$ cat src/rtl/yazmac_okuma_asamasi.sv
// Operand-read stage between decode and execute.
// Drives register-file read addresses, selects operands (x0 forced to zero,
// same-cycle writeback bypassed), and holds a registered bundle for execute.
// Handles one load-use bubble, downstream stall, flush, and refreshes held
// operands from writeback while stalled.
module yazmac_okuma_asamasi #(
  parameter int ADRES_BIT = 5
) (
  input  logic                 clk_g,
  input  logic                 rst_g,
  input  logic                 gecerli_g,
  output logic                 hazir_c,
  input  logic [ADRES_BIT-1:0] rs1_adres_g,
  input  logic [ADRES_BIT-1:0] rs2_adres_g,
  input  logic [ADRES_BIT-1:0] rd_adres_g,
  input  logic                 rd_yaz_g,
  input  logic                 yukle_g,
  input  logic [31:0]          buyruk_g,
  output logic [ADRES_BIT-1:0] ky1_adres_c,
  output logic [ADRES_BIT-1:0] ky2_adres_c,
  input  logic [31:0]          ky1_deger_g,
  input  logic [31:0]          ky2_deger_g,
  input  logic [ADRES_BIT-1:0] hy_adres_g,
  input  logic [31:0]          hy_deger_g,
  input  logic                 yaz_g,
  input  logic                 durdur_g,
  input  logic                 bosalt_g,
  output logic                 gecerli_c,
  output logic [31:0]          rs1_deger_c,
  output logic [31:0]          rs2_deger_c,
  output logic [ADRES_BIT-1:0] rd_adres_c,
  output logic                 rd_yaz_c,
  output logic                 yukle_c,
  output logic [31:0]          buyruk_c
);

  // Registered execute-side bundle
  logic                 vld_p1;
  logic [31:0]          rs1_deger_p1;
  logic [31:0]          rs2_deger_p1;
  logic [ADRES_BIT-1:0] rd_adres_p1;
  logic                 rd_yaz_p1;
  logic                 yukle_p1;
  logic [31:0]          buyruk_p1;
  logic [ADRES_BIT-1:0] rs1_adres_p1;
  logic [ADRES_BIT-1:0] rs2_adres_p1;

  logic ilerle;
  logic yuk_kullan;

  // x0 reads as zero; otherwise a same-cycle writeback wins over the file
  function automatic logic [31:0] islenen_sec(
    input logic [ADRES_BIT-1:0] adres,
    input logic [31:0]          dosya_deger,
    input logic                 yaz,
    input logic [ADRES_BIT-1:0] hy_adres,
    input logic [31:0]          hy_deger
  );
    if (adres == '0)
      islenen_sec = 32'd0;
    else if (yaz && (hy_adres == adres))
      islenen_sec = hy_deger;
    else
      islenen_sec = dosya_deger;
  endfunction

  // A held operand whose source is being written back picks up the new value
  function automatic logic [31:0] tazele(
    input logic [ADRES_BIT-1:0] adres,
    input logic [31:0]          eski,
    input logic                 yaz,
    input logic [ADRES_BIT-1:0] hy_adres,
    input logic [31:0]          hy_deger
  );
    if ((adres != '0) && yaz && (hy_adres == adres))
      tazele = hy_deger;
    else
      tazele = eski;
  endfunction

  assign ky1_adres_c = rs1_adres_g;
  assign ky2_adres_c = rs2_adres_g;

  // An invalid bundle can always be overwritten, so only a valid stalled one blocks
  assign ilerle = !durdur_g || !vld_p1;

  // Consumer directly behind a load waits one cycle for the loaded value
  assign yuk_kullan = vld_p1 && yukle_p1 && rd_yaz_p1 && (rd_adres_p1 != '0) &&
                      gecerli_g &&
                      ((rd_adres_p1 == rs1_adres_g) || (rd_adres_p1 == rs2_adres_g));

  assign hazir_c = ilerle && !yuk_kullan && !bosalt_g;

  // Stage boundary: capture, bubble, flush or hold the execute bundle
  always_ff @(posedge clk_g or posedge rst_g) begin
    if (rst_g) begin
      vld_p1       <= 1'b0;
      rs1_deger_p1 <= '0;
      rs2_deger_p1 <= '0;
      rd_adres_p1  <= '0;
      rd_yaz_p1    <= 1'b0;
      yukle_p1     <= 1'b0;
      buyruk_p1    <= '0;
      rs1_adres_p1 <= '0;
      rs2_adres_p1 <= '0;
    end else if (bosalt_g) begin
      vld_p1 <= 1'b0;
    end else if (ilerle) begin
      if (gecerli_g && !yuk_kullan) begin
        vld_p1       <= 1'b1;
        rs1_deger_p1 <= islenen_sec(rs1_adres_g, ky1_deger_g, yaz_g, hy_adres_g, hy_deger_g);
        rs2_deger_p1 <= islenen_sec(rs2_adres_g, ky2_deger_g, yaz_g, hy_adres_g, hy_deger_g);
        rd_adres_p1  <= rd_adres_g;
        rd_yaz_p1    <= rd_yaz_g;
        yukle_p1     <= yukle_g;
        buyruk_p1    <= buyruk_g;
        rs1_adres_p1 <= rs1_adres_g;
        rs2_adres_p1 <= rs2_adres_g;
      end else begin
        vld_p1 <= 1'b0;
      end
    end else begin
      rs1_deger_p1 <= tazele(rs1_adres_p1, rs1_deger_p1, yaz_g, hy_adres_g, hy_deger_g);
      rs2_deger_p1 <= tazele(rs2_adres_p1, rs2_deger_p1, yaz_g, hy_adres_g, hy_deger_g);
    end
  end

  assign gecerli_c   = vld_p1;
  assign rs1_deger_c = rs1_deger_p1;
  assign rs2_deger_c = rs2_deger_p1;
  assign rd_adres_c  = rd_adres_p1;
  assign rd_yaz_c    = rd_yaz_p1;
  assign yukle_c     = yukle_p1;
  assign buyruk_c    = buyruk_p1;

endmodule

$ cat config.mk
export PLATFORM = sky130hd
export DESIGN_NAME = yazmac_okuma_asamasi
export DESIGN_NICKNAME = d
export VERILOG_FILES = /design/src/rtl/yazmac_okuma_asamasi.sv
export SDC_FILE = /design/constraint.sdc
export NUM_CORES = 1
export LEC_CHECK = 0
export BUFFER_PORTS_ARGS = -buffer_cell sky130_fd_sc_hd__buf_2
export CAP_MARGIN = 15
export CORE_ASPECT_RATIO = 1.5
export CORE_UTILIZATION = 47
export DETAILED_ROUTE_END_ITERATION = 12
export GPL_TIMING_DRIVEN = 0
export PLACE_DENSITY = 0.82
export SLEW_MARGIN = 0
export SYNTH_ARGS = -nofsm -noshare
export SYNTH_HDL_FRONTEND = slang
export SYNTH_SLANG_ARGS = --single-unit
$ cat constraint.sdc
create_clock -name clk_g -period 5.45 [get_ports clk_g]
set_clock_uncertainty 0.05 [all_clocks]
set_input_delay 1.09 -clock clk_g [delete_from_list [all_inputs] [get_ports clk_g]]
set_output_delay 1.09 -clock clk_g [all_outputs]
set_load 0.02 [all_outputs]
== Word level (Yosys, flattened, before mapping) ==
Index checks and enable logic that the tools add are counted.
Word-level totals
  register bits: 114
Operators by class
  bitwise logic cells: 1
  mux-type cells: 13
  reductions and logical operators: 31
  eq/ne operators: 7
Operator list (count)
  $mux 32: 10
  $eq 5x5->1: 6
  $reduce_bool 5->1: 3
  $logic_and 1x1->1: 14
  $logic_not 5->1: 2
  $reduce_and 3->1: 3
  $reduce_bool 2->1: 3
  $logic_not 1->1: 4
  $mux 1: 3
  $logic_or 1x1->1: 2
  $ne 2x1->1 const B: 1
  $not 1->1: 1

== Longest topological paths before layout ==
  word-level depth: 10
  mapped depth: 8

== Worst setup path after synthesis ==
No wires, ideal clock.
  path type: input to output
  start: in rs1_adres_g[4]
  end: out hazir_c
  setup slack: 2492 ps
  data required time: 4310 ps
  stages on the path: 4
  arrival: 1818 ps
  path buffers: 0
  cell sequence: xnor2_1 -> nand3_1 -> o22a_1 -> o21a_1
On the way
  longest elaborated chain between the ends: 6
RTL lines
  start, declared: RTL line 13  | input logic [ADRES_BIT-1:0] rs1_adres_g,
  $eq 5x5->1: RTL line 90  | ((rd_adres_p1 == rs1_adres_g) || (rd_adres_p1 == rs2_adres_g));
  $logic_or 1x1->1: RTL line 90
  $logic_and 1x1->1: RTL line 89  | gecerli_g &&
  $logic_not 1->1: RTL line 92  | assign hazir_c = ilerle && !yuk_kullan && !bosalt_g;
  $logic_and 1x1->1 (2 in a row): RTL line 92
  end, declared: RTL line 12  | output logic hazir_c,
No other way between the ends.

== Worst setup path in the final report ==
  start: in rs1_adres_g[2]
  end: out hazir_c
Same word-level chain as after synthesis.

==> metrics.csv <==
metric,value,unit
outcome,"finished, final reports clean",
place_ws,1.86,ns
p_leak,3.70,nW
worstSetupPathType,input pin to output port,
grt_overflow,0,
cp-start-kind,input pin,
wl_per_cell,20.1,um
setup_slack,2.17,ns
vias_per_cell,5.91,
drive_gt1_share,48.5,%
setup_viol,0,
hold_start,buyruk_c[12],
crit_fanout,5,
cts_buffer_depth,2,
ctsHoldBuffers,0,
synth_top_area_cell,dfrtp_1,
cts.sinks,114,
fin_crit_sh,60.1,%
power,3.14,mW
dieArea,12300,um2
r2r_slack,3.05,ns
period_needed,3.28,ns
drt_iter0_markers,277,
synth_nets,647,
htree_levels,4,
power_density,403,nW/um2
rr_worst_depth,6,
worstPathArrival,2.14,ns
hold_path.class,flip-flop to flip-flop,
syn_inst,491,
grt_util_all_layers,30.6,%
cts_tree,yes,
fin_util,67.5,%
yosys-top-cells-area,"dfrtp_1 (51%), a221oi_1 (10%), mux2_2 (9.9%)",
netlist.area_leader.share,51.2,%
drc_errors,0,
crit_required,4.31,ns
worst_pin_slew,1.04,ns
ant_nets,0,
cap_violations,0,
hold_end,buyruk_c[12],
grt_antenna_before_repair,1,
yosys-top-cells-count,"dfrtp_1 (114), nor2_1 (67), a221oi_1 (64), a22oi_1 (64), mux2_2 (49)",
seq_area_frac_synth,51.2,%
pin_count,271,
area_delta_synth_final,39.7,%
grt_pass1_wl,28800,um
hold_depth,1,
dr.pass1.iters,6,
antennaDiodeCount,0,
setup_tns,0,ns
num_vias,5571,
gp_congestion,0.857,
post_cts_buffers,0,
synth_edf_count,0,
vdd_ir_drop_max,246,uV
die_h,135,um
initial_core_util,48.3,%
routed_wl,19000,um
dp_cells,910,
netlist_area,5570,um2
hold_viol_final,0,
first_global_vias,5669,
coreArea,11500,um2
cts_root_buf,clkbuf_16,
nets,935,
postPlaceCellArea,7130,um2
r2r_start,rd_adres_c[1],
synth_most_common_cell,dfrtp_1,
ys_seq_elements,114,
ys.flop_type,dfrtp_1,
drv_slew,0,
numCtsBuffers,17,
regToRegEndpoint,rs2_deger_c[24],
post_cts_resized,0,
yosysWarnings,0,
dieWidth,90.9,um
worst_skew_pair.late_latency,0.41,ns
syn_avg_cell_area,11.3,um2
place_hpwl,14200,um
grt_max_degree,66,
hold_ws,0.453,ns
port_buffers,268,
cts.clk_slew.worst_paths,0.06,ns
critical_path.endpoint_type,output port,
rsz0062_at_grt,no,
clock.fmax,0.305,GHz
rows,48,
async_flop_share,100,%
final_area,7780,um2
synth_cell_types,33,
relSlewSlack,30.3,%
layout.cells.non_filler,942,
[final cells by class]
class,count,area [um2]
plain buffers,57,325
clock buffers,20,447
clock inverters,12,205
fillers,918,3750
inverters,1,6.26
multi-input cells,319,2390
flip-flops and latches,114,2850
well taps,150,188
repair buffers,269,1370
[flip-flops by register name, indices dropped and copies added (netlist names)]
register and count:
rd_yaz_c 1, yukle_c 1, rs1_adres_p1 5, rs1_deger_c 32, rd_adres_c 5, rs2_deger_c 32
gecerli_c 1, rs2_adres_p1 5, buyruk_c 32
[routing by layer]
layer | vias up | wire (um) | part of all wire [%] | global-route usage, %
met5 | - | 0 | 0 | 0
met4 | 0 | 420 | 2.2 | 10.6
met3 | 45 | 1430 | 7.5 | 8.47
met2 | 340 | 10200 | 54 | 56.6
met1 | 2736 | 6900 | 36 | 33.3
li1 | 2450 | - | - | -
[cells by family (layout without fill, tap and decap cells)]
| kind of cell | count (synthesis) | in the layout | synth area share [%] |
|---|---|---|---|
| AOI/OAI and AO/OA | 145 | 145 | 20.9 |
| DFF | 114 | 114 | 51.2 |
| and+or+nand+nor | 97 | 97 | 7.62 |
| buffers and inverters | 58 | 359 | 5.91 |
| muxes | 49 | 49 | 9.91 |
| xor gates and xnor gates | 28 | 28 | 4.40 |
[where the power goes]
part,internal (mW),switching (mW),total [mW]
registers,1.00,0.100,1.10
logic,0.323,0.484,0.807
clock network,0.826,0.399,1.22
total,2.15,0.983,3.14
[layout by cell type, fill, tap and decap left out, drive strengths merged]
cell,n
nor2,67
a22oi,64
buf,298
a221oi,64
o21ai,6
bufinv,5
o31ai,2
and3,2
o22a,1
or2,2
and2,1
nand3,5
clkinvlp,2
o22ai,1
mux2,49
a21oi,1
xnor2,22
o21a,1
nand4,2
nor3,2
nor4,2
xor2,6
dfrtp,114
and4b,2
inv,2
nand2,8
and4,1
clkbuf,48
o211ai,3
o21ba,2
clkinv,4
or4,3
[worst max-delay path, cell delays in order]
cell and delay [ns]:
buf_2 0.14, xnor2_1 0.16, nand3_1 0.13, o22a_1 0.27, o21a_1 0.19, buf_2 0.15
[worst max path at each step]
stage	from	to	slack (ns)	cells after the start
after floorplan	rst_g	buyruk_c[0]	1.29	1
after global placement	rst_g	rs1_deger_c[14]	0.17	2
after detailed placement	hy_adres_g[1]	rs2_deger_c[17]	1.86	7
after CTS	rs1_adres_g[2]	hazir_c	2.17	6
after global routing	rs1_adres_g[2]	hazir_c	2.04	6
final	rs1_adres_g[2]	hazir_c	2.17	6
Note: power is estimated with default switching activity, not from simulation.
